### src/rtl/sr_latch_driver.sv
// sr_latch_driver
//
// Write driver for an SR latch storage cell. A one-bit write command is taken
// over a valid/ready handshake and turned into a fixed-width pulse on either
// the latch set input or its reset input, never both. After the pulse, both
// inputs rest for a settle interval. The latch outputs are then read back and
// the driver reports completion together with a verify result.
//
// Parameters
//   PULSE_CYCLES   width of the set/reset pulse in clk cycles (1..255)
//   SETTLE_CYCLES  inactive cycles before readback (1..255)
//   ACTIVE_LOW     0: latch inputs active-high; 1: active-low (NAND latch)
//
// Ports
//   clk        in   sole clock, rising edge
//   reset_n    in   synchronous active-low reset
//   cmd_valid  in   write command present
//   cmd_value  in   1 = set latch, 0 = reset latch
//   cmd_ready  out  command can be accepted this cycle
//   set        out  latch set input (polarity per ACTIVE_LOW)
//   reset      out  latch reset input (polarity per ACTIVE_LOW)
//   q, q_n     in   latch outputs, read back after settle
//   done       out  one-cycle completion pulse
//   error      out  readback mismatch, qualified by done
//   err_count  out  saturating count of errored commands
//
// State table
//   IDLE   | waiting for a command, cmd_ready high
//   PULSE  | selected latch input active, counting down the pulse width
//   SETTLE | both latch inputs inactive, counting down the settle time
//   CHECK  | done/error presented for exactly one cycle
`timescale 1ns/1ps

module sr_latch_driver #(
    parameter int unsigned PULSE_CYCLES  = 2,
    parameter int unsigned SETTLE_CYCLES = 2,
    parameter bit          ACTIVE_LOW    = 1'b0
) (
    input  logic       clk,
    input  logic       reset_n,
    input  logic       cmd_valid,
    input  logic       cmd_value,
    output logic       cmd_ready,
    output logic       set,
    output logic       reset,
    input  logic       q,
    input  logic       q_n,
    output logic       done,
    output logic       error,
    output logic [7:0] err_count
);

    typedef enum logic [1:0] {
        ST_IDLE   = 2'd0,
        ST_PULSE  = 2'd1,
        ST_SETTLE = 2'd2,
        ST_CHECK  = 2'd3
    } state_t;

    localparam logic [7:0] PULSE_LOAD  = 8'(PULSE_CYCLES - 1);
    localparam logic [7:0] SETTLE_LOAD = 8'(SETTLE_CYCLES - 1);
    localparam logic       IDLE_LVL    = ACTIVE_LOW;

    state_t     r_state;
    state_t     w_state_next;
    logic [7:0] r_cnt;
    logic [7:0] w_cnt_next;
    logic       r_value;
    logic       w_value_next;

    logic       r_cmd_ready;
    logic       r_set;
    logic       r_reset;
    logic       r_done;
    logic       r_error;
    logic [7:0] r_err_count;

    logic       w_cmd_ready_next;
    logic       w_set_next;
    logic       w_reset_next;
    logic       w_done_next;
    logic       w_error_next;
    logic [7:0] w_err_count_next;

    logic       w_accept;
    logic       w_mismatch;

    // The registered ready is used, so the cycle right after reset release
    // (ready still low) can never accept a command.
    assign w_accept   = (r_state == ST_IDLE) && r_cmd_ready && cmd_valid;

    // A healthy latch must hold the written value with complementary outputs.
    assign w_mismatch = (q != r_value) || (q == q_n);

    // State register
    always_ff @(posedge clk) begin
        if (!reset_n) begin
            r_state <= ST_IDLE;
            r_cnt   <= 8'd0;
            r_value <= 1'b0;
        end else begin
            r_state <= w_state_next;
            r_cnt   <= w_cnt_next;
            r_value <= w_value_next;
        end
    end

    // Next-state logic
    always_comb begin
        w_state_next = r_state;
        w_cnt_next   = r_cnt;
        w_value_next = r_value;
        case (r_state)
            ST_IDLE: begin
                if (w_accept) begin
                    w_value_next = cmd_value;
                    w_cnt_next   = PULSE_LOAD;
                    w_state_next = ST_PULSE;
                end
            end
            ST_PULSE: begin
                if (r_cnt == 8'd0) begin
                    w_cnt_next   = SETTLE_LOAD;
                    w_state_next = ST_SETTLE;
                end else begin
                    w_cnt_next = r_cnt - 8'd1;
                end
            end
            ST_SETTLE: begin
                if (r_cnt == 8'd0) begin
                    w_state_next = ST_CHECK;
                end else begin
                    w_cnt_next = r_cnt - 8'd1;
                end
            end
            ST_CHECK: begin
                w_state_next = ST_IDLE;
            end
            default: begin
                w_state_next = ST_IDLE;
            end
        endcase
    end

    // Output logic: computed from the upcoming state so every output is a
    // register that changes on the same edge as the state itself.
    always_comb begin
        w_set_next       = IDLE_LVL;
        w_reset_next     = IDLE_LVL;
        w_cmd_ready_next = (w_state_next == ST_IDLE);
        w_done_next      = (w_state_next == ST_CHECK);
        w_error_next     = 1'b0;
        w_err_count_next = r_err_count;

        // Only one of the two inputs is ever driven active, selected by the
        // stored value, so set and reset cannot overlap.
        if (w_state_next == ST_PULSE) begin
            if (w_value_next) begin
                w_set_next = ~IDLE_LVL;
            end else begin
                w_reset_next = ~IDLE_LVL;
            end
        end

        // CHECK is only entered from the last SETTLE cycle, which is exactly
        // the edge at which q/q_n are sampled.
        if (w_done_next) begin
            w_error_next = w_mismatch;
            if (w_mismatch && (r_err_count != 8'hFF)) begin
                w_err_count_next = r_err_count + 8'd1;
            end
        end
    end

    // Output registers
    always_ff @(posedge clk) begin
        if (!reset_n) begin
            r_cmd_ready <= 1'b0;
            r_set       <= IDLE_LVL;
            r_reset     <= IDLE_LVL;
            r_done      <= 1'b0;
            r_error     <= 1'b0;
            r_err_count <= 8'd0;
        end else begin
            r_cmd_ready <= w_cmd_ready_next;
            r_set       <= w_set_next;
            r_reset     <= w_reset_next;
            r_done      <= w_done_next;
            r_error     <= w_error_next;
            r_err_count <= w_err_count_next;
        end
    end

    assign cmd_ready = r_cmd_ready;
    assign set       = r_set;
    assign reset     = r_reset;
    assign done      = r_done;
    assign error     = r_error;
    assign err_count = r_err_count;

endmodule

### config.mk
export PLATFORM = sky130hd
export DESIGN_NAME = sr_latch_driver
export DESIGN_NICKNAME = d
export VERILOG_FILES = /design/src/rtl/sr_latch_driver.sv
export SDC_FILE = /design/constraint.sdc
export NUM_CORES = 1
export LEC_CHECK = 0
export CAP_MARGIN = 20
export CORE_ASPECT_RATIO = 1.4
export CORE_MARGIN = 2
export CORE_UTILIZATION = 33
export DETAILED_ROUTE_END_ITERATION = 12
export DONT_BUFFER_PORTS = 1
export PLACE_DENSITY = 0.44
export SLEW_MARGIN = 30
export SYNTH_ARGS = -nofsm -noshare
export SYNTH_HDL_FRONTEND = slang
export SYNTH_SLANG_ARGS = --single-unit
### constraint.sdc
create_clock -name clk -period 2.7 [get_ports clk]
set_input_delay 0.81 -clock clk [delete_from_list [all_inputs] [get_ports clk]]
set_output_delay 0.81 -clock clk [all_outputs]
set_load 0.02 [all_outputs]
# Word level (Yosys, flattened, before mapping)
# Index checks and enable logic that the tools add are counted.
dict set report word_totals {
  reg_bits 24
  inputBits 6
  output_inout_bits 13
  wordCells 45
}
dict set report classes {
  addsub 2
  n_eq_ne 10
  n_mux 12
  reduce_logical 12
}
# cell n
set ops {}
lappend ops {{8-bit two-way mux} 3}
lappend ops {{8-bit case mux with 3 select lines} 1}
lappend ops {{8-bit by 1-bit adder with 8-bit output (second input constant)} 1}
lappend ops {{8-bit zero test} 1}
lappend ops {{8-bit != test (second input constant)} 1}
lappend ops {{2-bit case mux with 4 select lines} 1}
lappend ops {{8-bit by 1-bit subtractor with 8-bit output (second input constant)} 1}
lappend ops {{2-bit equality test (second input constant)} 3}
lappend ops {{2-bit two-way mux} 3}
lappend ops {{2-bit AND reduction} 3}
lappend ops {{2-bit by 1-bit equality test with 1-bit output (second input constant)} 2}
lappend ops {{2-bit zero test} 2}
lappend ops {{1-bit two-way mux} 4}
lappend ops {{2-bit != test (second input constant)} 2}
lappend ops {{1-bit logical AND} 3}
lappend ops {{3-bit AND reduction} 1}
lappend ops {{3-bit nonzero test} 1}
lappend ops {{1-bit equality test} 1}
lappend ops {{1-bit logical OR} 1}
lappend ops {{1-bit != test} 1}

# Longest topological paths before layout
dict set report depth {
  depth_word 7
  depth_mapped 8
  mapped_depth_nobuf 8
}

# Worst setup path after synthesis
# Ideal clock, no wire load.
dict set report synth_timing {
  kind {input-to-reg}
  startpoint {input port cmd_valid}
  endpoint {register r_err_count[3] (netlist: err_count[3])}
  setup_time_ns 0.072
  t_arrival_ns 2.021
  required_time_ns 2.628
  setup_slack_ns 0.607
  stages 6
  n_path_buf 1
  path_cell_list {and3_2 -> o22ai_1 -> o31ai_4 -> buf_6 -> nor4b_4 -> mux2i_1}
}
dict set report synth_via {
  elab_chain_cells 5
}
# element line_no
set synth_lines {}
lappend synth_lines {{start, declared} 41} ;# input logic cmd_valid,
lappend synth_lines {{1-bit logical AND} 90} ;# assign w_accept = (r_state == ST_IDLE) && r_cmd_ready && cmd_valid;
lappend synth_lines {{2-bit two-way mux} 115} ;# if (w_accept) begin
lappend synth_lines {{2-bit case mux with 4 select lines} 113} ;# case (r_state)
lappend synth_lines {{2-bit equality test} 151} ;# w_done_next = (w_state_next == ST_CHECK);
lappend synth_lines {{2-bit AND reduction (no line)} --}
lappend synth_lines {{end signal, assigned} 190} ;# r_err_count <= w_err_count_next;
lappend synth_lines {{end, declared} 76} ;# logic [7:0] r_err_count;
# No other way between the ends.
# A chain may end at the register's enable or synchronous reset.

# Final worst setup path
dict set report layout_timing {
  startpoint {register r_state[1]}
  endpoint {register r_err_count[4] (netlist: err_count[4])}
}
dict set report layout_via {
  elab_chain_cells 7
  elab_cells_between_ends 12
  classes_between {4 x eq/ne; 4 x mux; 4 x reduce/logical}
}
# element line_no
set layout_lines {}
lappend layout_lines {{start, declared} 64} ;# state_t r_state;
lappend layout_lines {{start signal, assigned} 102} ;# r_state <= w_state_next;
lappend layout_lines {{2-bit zero test} {90, 113}}
lappend layout_lines {{1-bit logical AND (2 in a row)} 90}
lappend layout_lines {{2-bit two-way mux} 115}
lappend layout_lines {{2-bit case mux with 4 select lines *} 113}
lappend layout_lines {{2-bit equality test *} 151}
lappend layout_lines {{2-bit AND reduction (no line) *} --}
# Mark *: on every way between the ends. The rest lies on a longest branch, timed or not.

==> reports/summary.txt <==
largest net degree at the start of global routing -> 19
post-CTS sizing -> 0
R2R Setup Slk -> 0.43 ns
final wirelength -> 2.92 mm
crit-path max FO -> 11
Synth area leader -> dfxtp_1
Via-to-Cell Ratio -> 5.34
die width -> 59.3 um
worst hold-check path type -> flop to flop
relative slew slack -> 0.430
vias in the first global route -> 1004
Pre-Repair DR Iteration Count -> 4
Pins Over Slew Limit -> 0
max cap viols -> 0
Power, Total -> 1110 uW
async set or reset register ratio after synthesis -> 0
die height -> 81.4 um
# setup viols final -> 0
Period Utilization, post-route -> 0.840
Final Hold Fails -> 0
Starting Density -> 0.339
H-tree depth -> 1
I/O pins -> 19
Worst VDD drop -> 0.228 mV
Post-Syn Nets -> 157
area grow syn2layout -> 7.71%
P_leak -> 0.000544 uW
synth top area cells -> dfxtp_1 34%, ha_1 8.0%, nor4_4 6.0%, mux2i_1 5.7%, nand2_1 4.3%
Seq/Total Area, Yosys -> 0.340
ys flop type -> dfxtp_1
Bufs on Longest Clock Path -> 2
first-pass GRT wire length -> 4.71 mm
hold path start -> r_cnt[1]
count of cell types in the netlist -> 41
number of flops mapped to enable cells by yosys -> 0
clock sinks -> 24
Final nets -> 159
Buf/Inv on CP -> 1
Hold-fix buffers, CTS -> 0
CTS buffer count -> 3
CP Data Required Time -> 2.91 ns
DRT antenna net count -> 0
grt ovf -> 0
reg2reg path depth -> 7
worst slew pin tran -> 0.855 ns
Fmax -> 441 MHz
clock skew -> 0.00124 ns
Total GRT Usage -> 0.131
CTS tree -> done
slowest stage delay, CP -> 0.49 ns
drt wl/cell -> 15.5 um
RSZ-0062 raised after global routing -> no
synthesized netlist cell count -> 142
worst hold endpoint -> r_cnt[1]
Ys Warns -> 0
HPWL Detailed -> 2.34 mm
Core Rows -> 28
initial antenna violation count -> 0
n_diodes -> 0
top-area cell type share of the netlist area -> 0.340
DR DRC count -> 0
r2r startpoint -> r_state[1]
GP Congestion -> 0.761
setup tns final -> 0 ns
outcome -> completed
crit path capture type -> flop
core area -> 4170 um2
Hold Path Depth -> 2
Final Non-Filler Cells -> 188
layout cells sized above 1 -> 0.154
Synth Area per Inst -> 9.95 um2
delay-heaviest family, CP -> simple AND/OR/NAND/NOR gates
initial DRC count -> 37
Reg clk slew, reported paths -> 0.09 ns
die area -> 4830 um2
via count -> 1004
Setup Buffers After CTS -> 0
CTS root buf -> clkbuf_8
post-synthesis cell area -> 1410 um2
Seq cells post-synth -> 24
Buffers on Ports -> 0
Startpoint Class -> flop
placed cells -> 184
Power Density -> 731 nW/um2
WP data arrival -> 2.47 ns
Tmin final -> 2.27 ns
worst-skew pair later-pin latency -> 0.27 ns
reg2reg end -> err_count[4]
critical path's slowest cell -> dfxtp_1
critical path class -> flop to flop
crit-path cells -> inv_1 > ha_1 > and3_2 > o22ai_1 > o31ai_4 > nor4_4 > mux2i_1
-- power by group --
part           total, uW  leakage (uW)  switching (uW)  internal [uW]
Combinational        343      0.000314             201            142
Sequential           447      0.000195            54.6            392
Clock                323     0.0000357             124            198
-- tightest hold or removal path, delay by kind of cell, from the launching register on --
family / cells / cell delay [ns]
AOI/OAI and AO/OA: 1 / 0.04
DFF: 1 / 0.33
and+or+nand+nor: 1 / 0.10
-- state kept, by name (all words and copies together) (netlist names) --
| name | cells |
|---|---|
| r_cnt | 8 |
| set | 1 |
| error | 1 |
| cmd_ready | 1 |
| done | 1 |
| err_count | 8 |
| r_state | 2 |
| r_value | 1 |
| reset | 1 |
-- kinds of logic (layout without fill, tap and decap cells) --
family	count (synthesis)	in the layout	synth area share
fa+ha+maj	9	9	0.0797
flops	24	24	0.340
xor+xnor	5	5	0.0310
buf+inv	11	12	0.0345
compound gates	22	22	0.153
mux	8	8	0.0567
simple gates	63	63	0.305
-- stage by stage --
stage | setup slack (ns) | utilization | instance area, um2 | hold WS (ns)
after floorplan | 0.607 | - | 1410 | 0.484
after detailed placement | 0.427 | 0.348 | 1450 | 0.506
final | 0.432 | 0.365 | 1520 | 0.516
after global routing | 0.189 | 0.365 | 1520 | 0.563
after global placement | 0.494 | 0.348 | 1450 | 0.504
after CTS | 0.416 | 0.365 | 1520 | 0.519
-- cell usage after synthesis (3+ instances only) --
library cell   n
nand3_1        6
xor2_1         5
nor2_1        12
ha_1           9
dfxtp_1       24
inv_1          8
nor3_1         5
nor4_4         4
nand2_1       16
nand2b_1       6
and3_1         3
mux2i_1        8
-- placed cells by master, fill, tap and decap left out, types with 2 or more instances in the layout --
| cell type | instances |
|---|---|
| a21boi_0 | 2 |
| and3_1 | 3 |
| and3_2 | 2 |
| clkbuf_8 | 3 |
| dfxtp_1 | 24 |
| ha_1 | 9 |
| inv_1 | 8 |
| mux2i_1 | 8 |
| nand2_1 | 16 |
| nand2b_1 | 6 |
| nand3_1 | 6 |
| nand4_1 | 2 |
| nor2_1 | 12 |
| nor3_1 | 5 |
| nor4_4 | 4 |
| nor4b_4 | 2 |
| o21ai_0 | 2 |
| o22ai_1 | 2 |
| xor2_1 | 5 |
-- final cells by class --
cell class | instances | area [um2]
Fill cell | 433 | 2650
Multi-Input combinational cell | 107 | 883
Sequential cell | 24 | 480
Tap cell | 45 | 56.3
Clock buffer | 3 | 41.3
Clock inverter | 1 | 30.0
Inverter | 8 | 30.0
-- metal layers --
layer	track usage	wire length, um
met1	0.137	1180
met2	0.237	1560
met3	0.0283	90
met4	0.0682	90
met5	0	0
-- worst max path at each step --
stage / start / slack, ns / cells past startpoint / endpoint
floorplan: cmd_valid / 0.61 / 6 / err_count[3]
global placement: cmd_valid / 0.49 / 5 / err_count[4]
detailed placement: r_state[1] / 0.43 / 7 / err_count[4]
CTS: r_state[1] / 0.42 / 7 / err_count[4]
global route: r_state[1] / 0.19 / 7 / r_cnt[3]
finish: r_state[1] / 0.43 / 7 / err_count[4]
Note: power is estimated with default switching activity, not from simulation.
